===== src/rtl/store_buffer_if.sv =====
// Store buffer bus: execute-stage store request side plus the data-memory
// write port.
// Handshakes (both sides): a transfer happens on a posedge where valid and
// ready are both high; the source holds its payload stable while valid is
// high and ready is low.
// The master modport is the environment (execute stage + memory); the slave
// modport is the store buffer itself.
interface store_buffer_if;
   logic [31:0] store_addr;
   logic [31:0] store_val;
   logic [1:0]  store_size;
   logic        store_valid;
   logic        store_ready;
   logic        store_err;
   logic [31:0] mem_addr;
   logic [31:0] mem_wdata;
   logic [3:0]  mem_wstrb;
   logic        mem_wvalid;
   logic        mem_wready;

   modport master (
      output store_addr, store_val, store_size, store_valid, mem_wready,
      input  store_ready, store_err, mem_addr, mem_wdata, mem_wstrb, mem_wvalid
   );

   modport slave (
      input  store_addr, store_val, store_size, store_valid, mem_wready,
      output store_ready, store_err, mem_addr, mem_wdata, mem_wstrb, mem_wvalid
   );
endinterface


===== src/rtl/store_buffer.sv =====
// Store buffer: checks store alignment, builds byte-lane data/strobes and
// queues stores in a DEPTH-entry FIFO that drains to the memory write port.
// Optional store-to-load forwarding is enabled by defining the macro
// STORE_BUFFER_FORWARD_EN (adds load_addr, fwd_data, fwd_strb, fwd_hit).
module store_buffer #(
   parameter int DEPTH = 4
) (
   input  logic                       clk,
   input  logic                       reset,
   store_buffer_if.slave              bus,
   output logic                       empty,
   output logic [$clog2(DEPTH):0]     count
`ifdef STORE_BUFFER_FORWARD_EN
   ,
   input  logic [31:0]                load_addr,
   output logic [31:0]                fwd_data,
   output logic [3:0]                 fwd_strb,
   output logic                       fwd_hit
`endif
);

   localparam int AW = $clog2(DEPTH);
   localparam int CW = AW + 1;

   // Entry storage: word address (bits 31:2), lane data and byte strobes.
   logic [29:0] ent_addr [DEPTH];
   logic [31:0] ent_data [DEPTH];
   logic [3:0]  ent_strb [DEPTH];

   logic [AW-1:0] wr_ptr;
   logic [AW-1:0] rd_ptr;
   logic          err_q;

   logic        offer;
   logic        legal;
   logic        push;
   logic        pop;
   logic [31:0] lane_data;
   logic [3:0]  lane_strb;

   // Ready depends on registered occupancy only, so a pop never reopens a
   // full buffer within the same cycle.
   assign bus.store_ready = (count != CW'(DEPTH));
   assign empty           = (count == '0);
   assign offer           = bus.store_valid & bus.store_ready;
   assign push            = offer & legal;
   assign pop             = !empty & bus.mem_wready;

   assign bus.store_err  = err_q;
   assign bus.mem_wvalid = !empty;
   assign bus.mem_addr   = {ent_addr[rd_ptr], 2'b00};
   assign bus.mem_wdata  = ent_data[rd_ptr];
   assign bus.mem_wstrb  = ent_strb[rd_ptr];

   // Alignment check and byte-lane formation for the offered store.
   always_comb begin
      legal     = 1'b0;
      lane_data = bus.store_val;
      lane_strb = 4'h0;
      case (bus.store_size)
         2'd0: begin
            legal     = 1'b1;
            lane_data = {4{bus.store_val[7:0]}};
            lane_strb = 4'b0001 << bus.store_addr[1:0];
         end
         2'd1: begin
            legal     = !bus.store_addr[0];
            lane_data = {2{bus.store_val[15:0]}};
            lane_strb = 4'b0011 << bus.store_addr[1:0];
         end
         2'd2: begin
            legal     = (bus.store_addr[1:0] == 2'b00);
            lane_data = bus.store_val;
            lane_strb = 4'hF;
         end
         default: begin
            legal     = 1'b0;
            lane_data = bus.store_val;
            lane_strb = 4'h0;
         end
      endcase
   end

   // Pointers, occupancy and the one-cycle error pulse.
   always_ff @(posedge clk) begin
      if (reset) begin
         wr_ptr <= '0;
         rd_ptr <= '0;
         count  <= '0;
         err_q  <= 1'b0;
      end else begin
         err_q <= offer & !legal;
         if (push) wr_ptr <= wr_ptr + AW'(1);
         if (pop)  rd_ptr <= rd_ptr + AW'(1);
         case ({push, pop})
            2'b10:   count <= count + CW'(1);
            2'b01:   count <= count - CW'(1);
            default: count <= count;
         endcase
      end
   end

   // Entry payload write; contents need no reset because count gates use.
   always_ff @(posedge clk) begin
      if (push) begin
         ent_addr[wr_ptr] <= bus.store_addr[31:2];
         ent_data[wr_ptr] <= lane_data;
         ent_strb[wr_ptr] <= lane_strb;
      end
   end

`ifdef STORE_BUFFER_FORWARD_EN
   logic [AW-1:0] fwd_idx;

   // Walk occupied entries oldest to youngest so younger bytes overwrite.
   always_comb begin
      fwd_data = '0;
      fwd_strb = '0;
      fwd_idx  = '0;
      for (int i = 0; i < DEPTH; i++) begin
         fwd_idx = rd_ptr + AW'(i);
         if ((CW'(i) < count) && (ent_addr[fwd_idx] == load_addr[31:2])) begin
            for (int b = 0; b < 4; b++) begin
               if (ent_strb[fwd_idx][b]) fwd_data[8*b +: 8] = ent_data[fwd_idx][8*b +: 8];
            end
            fwd_strb = fwd_strb | ent_strb[fwd_idx];
         end
      end
   end

   assign fwd_hit = |fwd_strb;
`endif

endmodule


===== src/flat_wrapper.sv =====
// flat-port wrapper written by rule: the top's interface ports become plain ports
module store_buffer_flat 
#(
   parameter int DEPTH = 4
)
  (clk, reset, empty, count, bus_store_addr, bus_store_val, bus_store_size, bus_store_valid, bus_mem_wready, bus_store_ready, bus_store_err, bus_mem_addr, bus_mem_wdata, bus_mem_wstrb, bus_mem_wvalid);
  store_buffer_if bus_i ();
  input  logic clk;
  input  logic reset;
  output logic empty;
  output logic [$clog2(DEPTH):0] count;
  input wire logic [$bits(bus_i.store_addr)-1:0] bus_store_addr;
  input wire logic [$bits(bus_i.store_val)-1:0] bus_store_val;
  input wire logic [$bits(bus_i.store_size)-1:0] bus_store_size;
  input wire logic [$bits(bus_i.store_valid)-1:0] bus_store_valid;
  input wire logic [$bits(bus_i.mem_wready)-1:0] bus_mem_wready;
  output wire logic [$bits(bus_i.store_ready)-1:0] bus_store_ready;
  output wire logic [$bits(bus_i.store_err)-1:0] bus_store_err;
  output wire logic [$bits(bus_i.mem_addr)-1:0] bus_mem_addr;
  output wire logic [$bits(bus_i.mem_wdata)-1:0] bus_mem_wdata;
  output wire logic [$bits(bus_i.mem_wstrb)-1:0] bus_mem_wstrb;
  output wire logic [$bits(bus_i.mem_wvalid)-1:0] bus_mem_wvalid;
  assign bus_i.store_addr = bus_store_addr;
  assign bus_i.store_val = bus_store_val;
  assign bus_i.store_size = bus_store_size;
  assign bus_i.store_valid = bus_store_valid;
  assign bus_i.mem_wready = bus_mem_wready;
  assign bus_store_ready = bus_i.store_ready;
  assign bus_store_err = bus_i.store_err;
  assign bus_mem_addr = bus_i.mem_addr;
  assign bus_mem_wdata = bus_i.mem_wdata;
  assign bus_mem_wstrb = bus_i.mem_wstrb;
  assign bus_mem_wvalid = bus_i.mem_wvalid;
  store_buffer #(.DEPTH(DEPTH)) u_core (.clk(clk), .reset(reset), .bus(bus_i), .empty(empty), .count(count));
endmodule

===== config.mk =====
export PLATFORM = sky130hd
export DESIGN_NAME = store_buffer_flat
export DESIGN_NICKNAME = d
export VERILOG_FILES = /design/src/rtl/store_buffer_if.sv /design/src/rtl/store_buffer.sv /design/src/flat_wrapper.sv
export SDC_FILE = /design/constraint.sdc
export NUM_CORES = 1
export LEC_CHECK = 0
export BUFFER_PORTS_ARGS = -buffer_cell sky130_fd_sc_hd__buf_2
export CORE_UTILIZATION = 52
export CTS_CLUSTER_SIZE = 16
export DETAILED_ROUTE_END_ITERATION = 12
export PLACE_DENSITY = 0.82
export SLEW_MARGIN = 25
export SYNTH_ARGS = -nofsm -noshare
export SYNTH_HDL_FRONTEND = slang
export SYNTH_SLANG_ARGS = --single-unit

===== constraint.sdc =====
create_clock -name clk -period 3.9 [get_ports clk]
set_input_delay 0 -clock clk [delete_from_list [all_inputs] [get_ports clk]]
set_output_delay 0 -clock clk [all_outputs]
set_load 0.005 [all_outputs]

# Yosys cells after proc, flatten, opt, wreduce, memory -nomap -nowiden

Memories as Yosys holds them, arrays and structs flattened. A register that Yosys moved wholly into a read port is not among the register bits.
Index checks and enable logic that the tools add are counted.

Memories kept: 3
Output and inout bits: 75
Bits in registers: 8
Bits in writable memories: 264

Memory list:

| name            | words | bits a word | read ports | clocked after Yosys merged registers in | wr ports | line               | text |
|---|---|---|---|---|---|---|---|
| u_core.ent_data | 4     | 32          | 1          | 1                                       | 1        | store_buffer.sv:27 | `logic [31:0] ent_data [DEPTH];` |
| u_core.ent_addr | 4     | 30          | 1          | 1                                       | 1        | store_buffer.sv:26 | `logic [29:0] ent_addr [DEPTH];` |
| u_core.ent_strb | 4     | 4           | 1          | 1                                       | 1        | store_buffer.sv:28 | `logic [3:0] ent_strb [DEPTH];` |

Bitwise gates (word level): 4
Reduce and logical (&&, ||, !) cells: 7
Equal/unequal tests: 5
Shift operators: 2
Mux-type cells: 12
Add/subtract/negate cells: 4

Operators with widths:

| cell                                                 | count |
|---|---|
| one-hot mux 32 bit (2 select lines)                  | 1 |
| 2-to-1 mux 2 bit                                     | 6 |
| one-hot mux 4 bit (3 select lines)                   | 1 |
| one-hot mux 3 bit (2 select lines)                   | 1 |
| adder 2 x 1 -> 2 bit (second input constant)         | 2 |
| AND 1 bit                                            | 4 |
| equality test 2 x 1 -> 1 bit (second input constant) | 2 |
| equality test 2 bit (second input constant)          | 2 |
| logical NOT 2 bit                                    | 2 |
| << shifter 1 x 2 -> 4 bit (first input constant)     | 1 |
| << shifter 2 x 2 -> 4 bit (first input constant)     | 1 |
| adder 3 x 1 -> 3 bit (second input constant)         | 1 |
| logical NOT 1 bit                                    | 3 |
| logical NOT 3 bit                                    | 1 |
| inequality test 3 bit (second input constant)        | 1 |
| one-hot mux 1 bit (3 select lines)                   | 1 |
| subtractor 3 x 1 -> 3 bit (second input constant)    | 1 |
| 2-to-1 mux 1 bit                                     | 2 |
| nonzero test 2 bit                                   | 1 |

# Longest topological paths before layout

Gate-level depths: netlist (run 1).

Word-level depth: 5
Depth in mapped cells: 10
Gate-level depth less buffers: 9

# Worst setup path before layout (run 1)

OpenSTA, ideal clock, no wires.

Path type: register -> register
From: reg u_core.count[2]
To: mem u_core.ent_addr[0][0] (enable)
Buffers on the path: 0
Arrival time: 2.404 ns
Required time: 3.469 ns
Cell stages (with the launch flop): 4
Path slack: 1.064 ns
Library setup time: 0.431 ns
Period minus slack after synthesis: 2.836 ns
Cell sequence: dfxtp_1 > or3b_4 > o211a_2 > and2_1

Cells in the longest elaborated chain, start to end: 5

RTL lines:

| element                                | line                | text |
|---|---|---|
| from (decl)                            | store_buffer.sv:12  | `output logic [$clog2(DEPTH):0] count` |
| from (signal assigned)                 | store_buffer.sv:96  | `2'b10: count <= count + CW'(1);` |
| from (signal assigned)                 | store_buffer.sv:97  | `2'b01: count <= count - CW'(1);` |
| from (signal assigned)                 | store_buffer.sv:98  | `default: count <= count;` |
| inequality test 3 bit                  | store_buffer.sv:43  | `assign bus.store_ready = (count != CW'(DEPTH));` |
| via bus_store_ready                    | flat_wrapper.sv:17  | `output wire logic [$bits(bus_i.store_ready)-1:0] bus_store_ready;` |
| AND 1 bit                              | store_buffer.sv:45  | `assign offer = bus.store_valid & bus.store_ready;` |
| AND 1 bit                              | store_buffer.sv:46  | `assign push = offer & legal;` |
| 2-to-1 mux 1 bit                       | store_buffer.sv:105 | `if (push) begin` |
| 2-to-1 mux 1 bit (implied by the code) | store_buffer.sv:106 | `ent_addr[wr_ptr] <= bus.store_addr[31:2];` |
| to (decl)                              | store_buffer.sv:26  |  |

The timed path passes the listed nets, and every way through them passes these cells.

==> metrics.txt, run 1 <==
Worst setup EP type=output port; routability congestion estimate=between 0.8 and 0.9; delay-heaviest family, CP=flip-flops; Slowest-stage cell, CP=dfxtp_4; vias in the first global route=around 5600; top cells by count, synth=edfxtp_1, mux4_2, mux2_2; Mapped Cells=460; R2R cell count=9; FF+latch count, synth=274; Hold WC Path Type=in -> reg; Critical path destination=bus_mem_addr[3]; P&R area growth vs syn=23.7%; First-pass DRT Iterations=5; first-pass GRT wire length=32100 um; CTS sink count=274; R2R Setup Slk=between 1000 and 1500 ps; EDFF count, synth=between 200 and 300; Netlist Area Pre-Place=approximately 0.010 mm2; Max-Cap Viols=0; Max-Slew Margin vs Limit=0.315; Final min period=2540 ps; Top Ports=~150; final setup violating endpoints=0; Starting Density=0.534; root buf cell=clkbuf_16; antenna violations before repair=0; area of the die=roughly 0.021 mm2; Yosys warning count=0; Clock transition at path regs=around 60 ps; WS Path Type=reg -> out; synthesized area per cell=between 20 and 25 um2; DRC marker count from the first detailed-route iteration=a little over 400; post_cts resized=0; leading area contributor after synthesis=edfxtp_1; CP max FO=34; layout cells sized above 1=0.387; fin. max-slew vios=0; port buffer count=142; ANT cells=0; Post-synth top flop=edfxtp_1; post-detail-place hpwl=about 12000 um; Die Span X=144 um; register area share after synthesis=0.777; Worst setup SP type=register; P_leak=roughly 4.4 nW; status=finished, final reports clean; Clock Tree Buf Depth=3; top-count cell post-synth=edfxtp_1; vias post-DR=5271; CP arrival=~2500 ps; Clock Skew=approximately 12 ps; GRT overflow=0; Peak VDD IR=approximately 0.00044 V; FMAX=between 0.3 and 0.4 GHz; WP buf/inv=2; pwr/cell area=563 mW/mm2; post-synthesis cell type count=29; CTS tree=yes; Critical Path Max Stage Delay=790 ps; WP data required=~4000 ps; Worst Tran Pin Value=1030 ps; RSZ-0062 raised after global routing=false; Post-synth ARST share=0; CTS buffer count=27; Tot GR Track Use=0.211; core area=between 0.015 and 0.02 mm2; DP Area=0.0114 mm2; period utilisation layout=0.652; largest net degree at the start of global routing=67; antenna-violating nets left=0; final WL=20900 um; row cnt=51; clock latency on the worst-skew pair=roughly 530 ps; Die Ht=approximately 140 um; WL per Instance=between 20 and 25 um; R2R Path Start=u_core.count[2]; total negative slack=0 ps; DRC violations left=0; critical-path cell list=buf_4, mux4_2, buf_2; top-area cell type share of the netlist area=0.758; Final Cell Area=0.0129 mm2; drt via density=5.45; Nets=757; Final Hold Vio Count=0; level count of the clock H-tree=1; r2r endpoint=u_core.count[2]; Crit. path cell count=3; top area cells in the synthesized netlist=edfxtp_1, mux4_2, dfxtp_1
[routing by layer]
metal / wire (um) / GRT usage
met3: 1390 / 0.0453
met5: 0 / 0
met4: 376 / 0.0482
met1: 8460 / 0.277
met2: 10600 / 0.361
[kinds of logic after synthesis]
logic type	after synthesis	synth area share
compound gates	19	0.0106
xor+xnor	4	0.00335
fa+ha+maj	6	0.00789
buf+inv	30	0.0141
flops	274	0.777
mux	95	0.172
other cells	1	0.000358
simple gates	31	0.0146
[worst min path at each step]
stage | start | end | cells past startpoint
CTS | bus_store_addr[14] | u_core.ent_addr[2][12] | 2
global placement | bus_store_addr[12] | u_core.ent_addr[0][10] | 1
floorplan | bus_store_addr[2] | u_core.ent_addr[0][0] | 0
finish | bus_store_addr[2] | u_core.ent_addr[1][0] | 2
global route | bus_store_addr[18] | u_core.ent_addr[1][16] | 2
detailed placement | bus_store_addr[31] | u_core.ent_addr[2][29] | 1
[worst register-to-register path: stages, from the launching register on]
cell and delay (ps):
dfxtp_1 420, or3b_4 420, o211a_2 190, inv_1 80, ha_1 180, inv_1 60
fa_1 370, xor2_1 160, or3_1 310, a21oi_1 170
[final cells by class]
cell class | count | area [um2]
clock inverter | 14 | 123
sequential | 274 | 8140
clock buffer | 36 | 709
multi-input combinational | 157 | 2200
tap | 265 | 332
fill | 1274 | 6640
timing repair buffer | 213 | 1420
inverter | 8 | 30.0
[power breakdown]
group | internal, mW | leakage, nW | switching, mW
registers | 3.37 | 2.48 | 0.170
logic | 0.766 | 1.53 | 0.555
clock network | 1.41 | 0.407 | 1.02
[stage by stage]
stage	utilization	hold WS, ps	worst slack [ps]	power [mW]	std cells
floorplan	-	98.9	1060	4.38	461
global placement	0.583	212	1630	4.85	848
detailed placement	0.583	221	1500	4.89	848
CTS	0.661	214	1230	7.38	967
global route	0.661	219	1140	7.61	967
finish	0.661	230	1360	7.29	967
[state kept, by name, summed over array words and instances (netlist names), named ones only]
| signal | flops |
|---|---|
| u_core.bus.store_err | 1 |
| u_core.count | 3 |
| u_core.rd_ptr | 2 |
| u_core.ent_strb | 16 |
| u_core.ent_addr | 120 |
| u_core.wr_ptr | 2 |
| u_core.ent_data | 128 |
[layout by cell type, fill, tap and decap left out, types with 8 or more instances in the layout]
cell type / Yosys / routed
mux2_2: 17 / 17
edfxtp_1: 264 / 264
clkbuf_16: 0 / 27
clkbuf_1: 6 / 9
mux4_2: 66 / 66
dlygate4sd3_1: 0 / 69
o21ai_0: 11 / 11
nand2_1: 10 / 10
inv_1: 8 / 8
mux2i_1: 11 / 11
buf_2: 10 / 142
dfxtp_1: 10 / 8
nor2_1: 8 / 8
[what timing repair did]
item                                   CTS  global route
setup endpoints to repair                0             0
hold buffers                            69             0
endpoints found under the hold margin  262             0
buffers inserted                         0             0
Power figures use the tool's default switching activity.
==> inputs of run 2 (changes only) <==
CORE_UTILIZATION = 51   (was 52)
PLACE_DENSITY = 0.84   (was 0.82)
clock period = 2.2 ns   (was 3.9 ns; I/O delays follow)
==> metrics.txt, run 2 (same netlist as run 1, synthesis figures left out) <==
status=finished, final reports clean; WL per Instance=21.3 um (-1.3%); area of the die=0.0211 mm2 (+1.9%); GRT overflow=0 (unchanged); Tot GR Track Use=0.205 (-0.00619); Multi-input gate area=0.00222 mm2 (+0.97%); vias post-DR=5428 (+3.0%); RSZ-0062 raised after global routing=true; Max-Slew Margin vs Limit=0.319 (+0.00437); Register Area=0.00814 mm2 (about the same); vias in the first global route=5791 (+2.7%); P_leak=4.54 nW (+2.9%); Clock transition at path regs=60 ps (about the same); Worst Tran Pin Value=1020 ps (-6.56 ps); Clock Skew=10.7 ps (-1.16 ps); CP arrival=2630 ps (+90 ps); pwr/cell area=1010 mW/mm2 (+79%); Die Span X=145 um (+0.96%); core area=0.0202 mm2 (+3.0%); Top Ports=145 (unchanged); Final min period=2180 ps; hold path cells=3 (+1); DRC marker count from the first detailed-route iteration=371 (-8.6%); filler instances=1346 (+5.7%); Hold Path Sink=u_core.ent_strb[3][1]; WP data required=2650 ps (-1250 ps); final WL=21100 um (+0.91%); clock latency on the worst-skew pair=520 ps (about the same); R2R cell count=9 (unchanged); CTS tree=yes; Hold WC Path Type=in -> reg; port buffer count=142 (unchanged); Worst setup EP type=register; max reg flops=128 (unchanged); FMAX=0.460 GHz; Peak VDD IR=0.000760 V (+73%); post-detail-place hpwl=12600 um (+4.0%); R2R Path Start=u_core.count[1]; final worst slack=23.9 ps (-1330 ps); WS Path Type=reg -> reg; r2r endpoint=u_core.count[2]; largest net degree at the start of global routing=67 (unchanged); drt via density=5.49 (+0.69%); R2R Setup Slk=20 ps (-1460 ps); Reg with most FFs=u_core.ent_data; commonest non-fill, non-tap cell in the layout=edfxtp_1; ANT cells=0 (unchanged); Starting Density=0.519 (-0.0153); Worst setup SP type=register; root buf cell=clkbuf_16; First-pass DRT Iterations=4 (-1); row cnt=52 (+2.0%); final setup violating endpoints=0 (unchanged); first-pass GRT wire length=32700 um (+1.9%); CTS sink count=274 (unchanged); CP max FO=3 (-91%); CTS buffer count=27 (unchanged); Regs by FF count=u_core.ent_data: 128 flops, u_core.ent_addr: 120 flops, u_core.ent_strb: 16 flops; Clock Tree Buf Depth=3 (unchanged); P&R area growth vs syn=26.1%; DRC violations left=0 (unchanged); Final Hold Vio Count=0 (unchanged); level count of the clock H-tree=1 (unchanged); routability congestion estimate=0.780 (-6.3%); Max-Cap Viols=0 (unchanged); total negative slack=0 ps (unchanged); most frequent cells in the layout=edfxtp_1, buf_2, dlygate4sd3_1; Die Ht=145 um (+0.96%); worst slack, placed=-13.2 ps (-1520 ps); Nets=775 (+2.4%); layout cells sized above 1=0.420 (+0.0326); period utilisation layout=0.989; antenna-violating nets left=0 (unchanged); antenna violations before repair=0 (unchanged); hold wc startpoint=bus_store_addr[0]; fin. max-slew vios=0 (unchanged)
[run 2: cell count changes in the layout (fill, tap and decap cells not counted), sizes merged]
cell,previous run,this run
inv,10,9
clkinvlp,0,2
buf,144,162
clkinv,10,9
clkbuf,36,35
[run 2: how the worst max path moves through the flow]
stage                      startpoint                     to  cells after the start
CTS                 bus_store_addr[1]  u_core.ent_addr[1][2]                      6
global placement      u_core.count[1]        u_core.count[2]                      9
floorplan             u_core.count[1]        u_core.count[2]                      9
global route          u_core.count[1]        u_core.count[2]                      9
detailed placement    u_core.count[1]        u_core.count[2]                      9
finish                u_core.count[1]        u_core.count[2]                      9
[run 2: final cells by class]
class / instances / area share
Sequential cell: 274 / 0.617
Clock buffer: 35 / 0.0565
Inverter: 8 / 0.00228
Multi-Input combinational cell: 157 / 0.169
Timing Repair Buffer: 231 / 0.121
Clock inverter: 14 / 0.00958
Tap cell: 270 / 0.0256
[run 2: critical path, cell delays in order, from the launching register on]
cell and delay (ps):
dfxtp_2 320, or3b_4 420, o211a_4 160, inv_1 50
ha_2 180, inv_1 60, fa_2 330, xor2_1 150
or3_1 320, a21oi_2 120
[run 2: through the flow]
stage	instances	cell area [um2]	utilization	total power, mW	hold slack (ps)
after floorplan	461	10500	-	7.76	98.9
after global placement	864	11600	0.573	8.73	212
after detailed placement	864	11600	0.573	8.82	218
after CTS	983	13100	0.651	13.4	87.1
after global routing	989	13200	0.654	13.9	130
final	989	13200	0.654	13.3	111
[run 2: per-layer routing]
| metal | routed length (um) | GRT usage |
|---|---|---|
| met5 | 0 | 0 |
| met4 | 400 | 0.0479 |
| met3 | 1250 | 0.0352 |
| met2 | 10900 | 0.362 |
| met1 | 8460 | 0.265 |
[run 2: what timing repair did]
action                     in CTS  in global routing
setup endpoints to repair       1                280
resized for setup               2                  5
hold buffers                   69                  0
hold endpoints to repair      262                  0
buffers inserted                1                  6
pin swaps                       1                  4
[run 2: report_power, final]
| group | switching (mW) | internal [mW] | leakage, nW |
|---|---|---|---|
| combinational | 1.24 | 1.55 | 1.64 |
| clock | 1.82 | 2.62 | 0.427 |
| sequential | 0.125 | 5.98 | 2.48 |
==> inputs of run 3 (changes only) <==
ABC_AREA = 1   (was unset)
CORE_UTILIZATION = 52   (was 51)
PLACE_DENSITY = 0.82   (was 0.84)
clock period = 2.5 ns   (was 2.2 ns; I/O delays follow)
==> metrics.txt, run 3 <==
Final Hold Vio Count=0 (unchanged); R2R cell count=12 (+3); P&R area growth vs syn=21.4%; r2r endpoint=u_core.count[2]; final worst slack=356 ps (+332 ps); CTS buffer count=27 (unchanged); CTS tree=yes; First-pass DRT Iterations=6 (+2); level count of the clock H-tree=1 (unchanged); total negative slack=0 ps (unchanged); Critical Path Max Stage Delay=550 ps (+130 ps); synthesized area per cell=14.1 um2 (-38%); ANT cells=0 (unchanged); Clock Skew=9.32 ps (-1.40 ps); Worst setup SP type=register; R2R Path Start=u_core.count[1]; met3 WL=1950 um (+56%); top-area cell type share of the netlist area=0.700 (-0.0575); post-synthesis cell type count=29 (unchanged); Hold WC Path Type=in -> reg; routability congestion estimate=0.779 (-0.12%); Nets=1084 (+40%); Worst Tran Pin Value=793 ps (-229 ps); Clock transition at path regs=60 ps (about the same); top cells by count, synth=edfxtp_1, o21ai_0, nor2_1; top-count cell post-synth=edfxtp_1; DP Area=0.0123 mm2 (+6.2%); critical-path cell list=buf_4, o21ai_0, o22ai_1, buf_2; final WL=24900 um (+18%); WS Path Type=reg -> out; FF+latch count, synth=274 (unchanged); Regs by FF count=u_core.ent_data: 128 flops, u_core.ent_addr: 120 flops, u_core.ent_strb: 16 flops; CTS sink count=274 (unchanged); post-detail-place hpwl=14000 um (+11%); final setup violating endpoints=0 (unchanged); worst slack, placed=414 ps (+427 ps); drt via density=5.56 (+1.3%); Worst setup EP type=output port; WL per Instance=19.1 um (-10%); DRC marker count from the first detailed-route iteration=561 (+51%); hold path cells=3 (unchanged); FMAX=0.466 GHz; largest net degree at the start of global routing=133 (+99%); Post-synth top flop=edfxtp_1; antenna violations before repair=0 (unchanged); row cnt=53 (+1.9%); filler instances=1482 (+10%); EDFF count, synth=264 (unchanged); layout cells sized above 1=0.283 (-0.137); top area cells in the synthesized netlist=edfxtp_1, o21ai_0, o22ai_2; Yosys warning count=0 (unchanged); Slowest-stage cell, CP=buf_4; register area share after synthesis=0.718 (-0.0590); Tot GR Track Use=0.221 (+0.0161); Die Ht=150 um (+3.0%); DRC violations left=0 (unchanged); status=finished, final reports clean; Post-synth ARST share=0 (unchanged); fin. max-slew vios=0 (unchanged); Clock Tree Buf Depth=3 (unchanged); Hold Path Sink=u_core.ent_data[3][10]; period utilisation layout=0.858; WL met2=12100 um (+11%); Final Cell Area=0.0137 mm2 (+4.2%); GRT overflow=0 (unchanged); Mapped Cells=805 (+75%); vias post-DR=7241 (+33%); clock latency on the worst-skew pair=520 ps (about the same); R2R Setup Slk=420 ps (+400 ps); Final min period=approximately 2100 ps; Register Area=0.00813 mm2 (about the same); Multi-input gate area=0.00278 mm2 (+25%); Netlist Area Pre-Place=0.0113 mm2 (+8.2%); commonest non-fill, non-tap cell in the layout=edfxtp_1; P_leak=4.85 nW (+6.8%); Top Ports=145 (unchanged); area of the die=0.0224 mm2 (+6.0%); Max-Slew Margin vs Limit=0.467 (+0.148); CP max FO=66 (+63); final core utilization=0.650 (-0.00419); leading area contributor after synthesis=edfxtp_1; Peak VDD IR=0.000559 V (-26%); WP data required=2500 ps (-150 ps); port buffer count=142 (unchanged); met1 WL=10200 um (+20%); root buf cell=clkbuf_16; most frequent cells in the layout=edfxtp_1, buf_2, o21ai_0; first-pass GRT wire length=37300 um (+14%); vias in the first global route=7041 (+22%); Die Span X=150 um (+3.0%); Starting Density=0.535 (+0.0165); core area=0.0212 mm2 (+4.9%); hold wc startpoint=bus_store_size[0]; Reg with most FFs=u_core.ent_data; CP arrival=2140 ps (-490 ps); hold_ws=34.6 ps (-76.2 ps); post_cts resized=0 (-2); antenna-violating nets left=0 (unchanged); pwr/cell area=885 mW/mm2 (-12%); max reg flops=128 (unchanged); highest routed layer=met4; Max-Cap Viols=0 (unchanged); RSZ-0062 raised after global routing=false
run 3: worst max-delay path by stage:
| stage | start | to | depth (start not counted) |
|---|---|---|---|
| finish | register | bus_mem_wstrb[2] | 4 |
| global route | register | bus_mem_wstrb[2] | 4 |
| CTS | register | bus_mem_wstrb[2] | 4 |
| detailed placement | u_core.count[1] | u_core.count[2] | 12 |
| global placement | u_core.count[1] | u_core.count[2] | 12 |
| floorplan | u_core.count[1] | u_core.ent_addr[0][0] | 6 |
run 3: cell type report:
class | count | area share
Clock inverter | 13 | 0.00792
Multi-Input combinational cell | 452 | 0.202
Tap cell | 275 | 0.0250
Inverter | 32 | 0.00910
Clock buffer | 35 | 0.0513
Sequential cell | 274 | 0.592
Timing Repair Buffer | 221 | 0.113
run 3: cells by family after synthesis:
| group | share of synthesized area |
|---|---|
| flops | 0.718 |
| compound gates | 0.134 |
| simple gates | 0.0999 |
| buf+inv | 0.0400 |
| fa+ha+maj | 0.00729 |
| xor+xnor | 0.000774 |
| other cells | 0.000331 |
run 3: power breakdown:
| part | switching (mW) | internal (mW) |
|---|---|---|
| Combinational | 1.92 | 1.16 |
| Sequential | 0.0708 | 5.26 |
| Clock | 1.58 | 2.18 |
| Total | 3.57 | 8.59 |
run 3: what timing repair did:
action,CTS,global route
buffers inserted,0,0
hold buffers,66,0
hold endpoints to repair,254,0
run 3: worst max-delay path, delay by kind of cell (launching register included):
family,cells,cell delay (ps)
flops,1,330
buf+inv,2,730
compound gates,2,560
run 3: metal layers:
layer | track usage | up-vias
li1 | - | 3353
met1 | 0.296 | 3518
met2 | 0.369 | 314
met3 | 0.0354 | 56
met4 | 0.0699 | 0
met5 | 0 | -
run 3: through the flow:
stage | total power, mW | instances
CTS | 12.2 | 1302
global route | 12.7 | 1302
floorplan | 7.42 | 806
global placement | 8.34 | 1188
finish | 12.2 | 1302
detailed placement | 8.42 | 1188
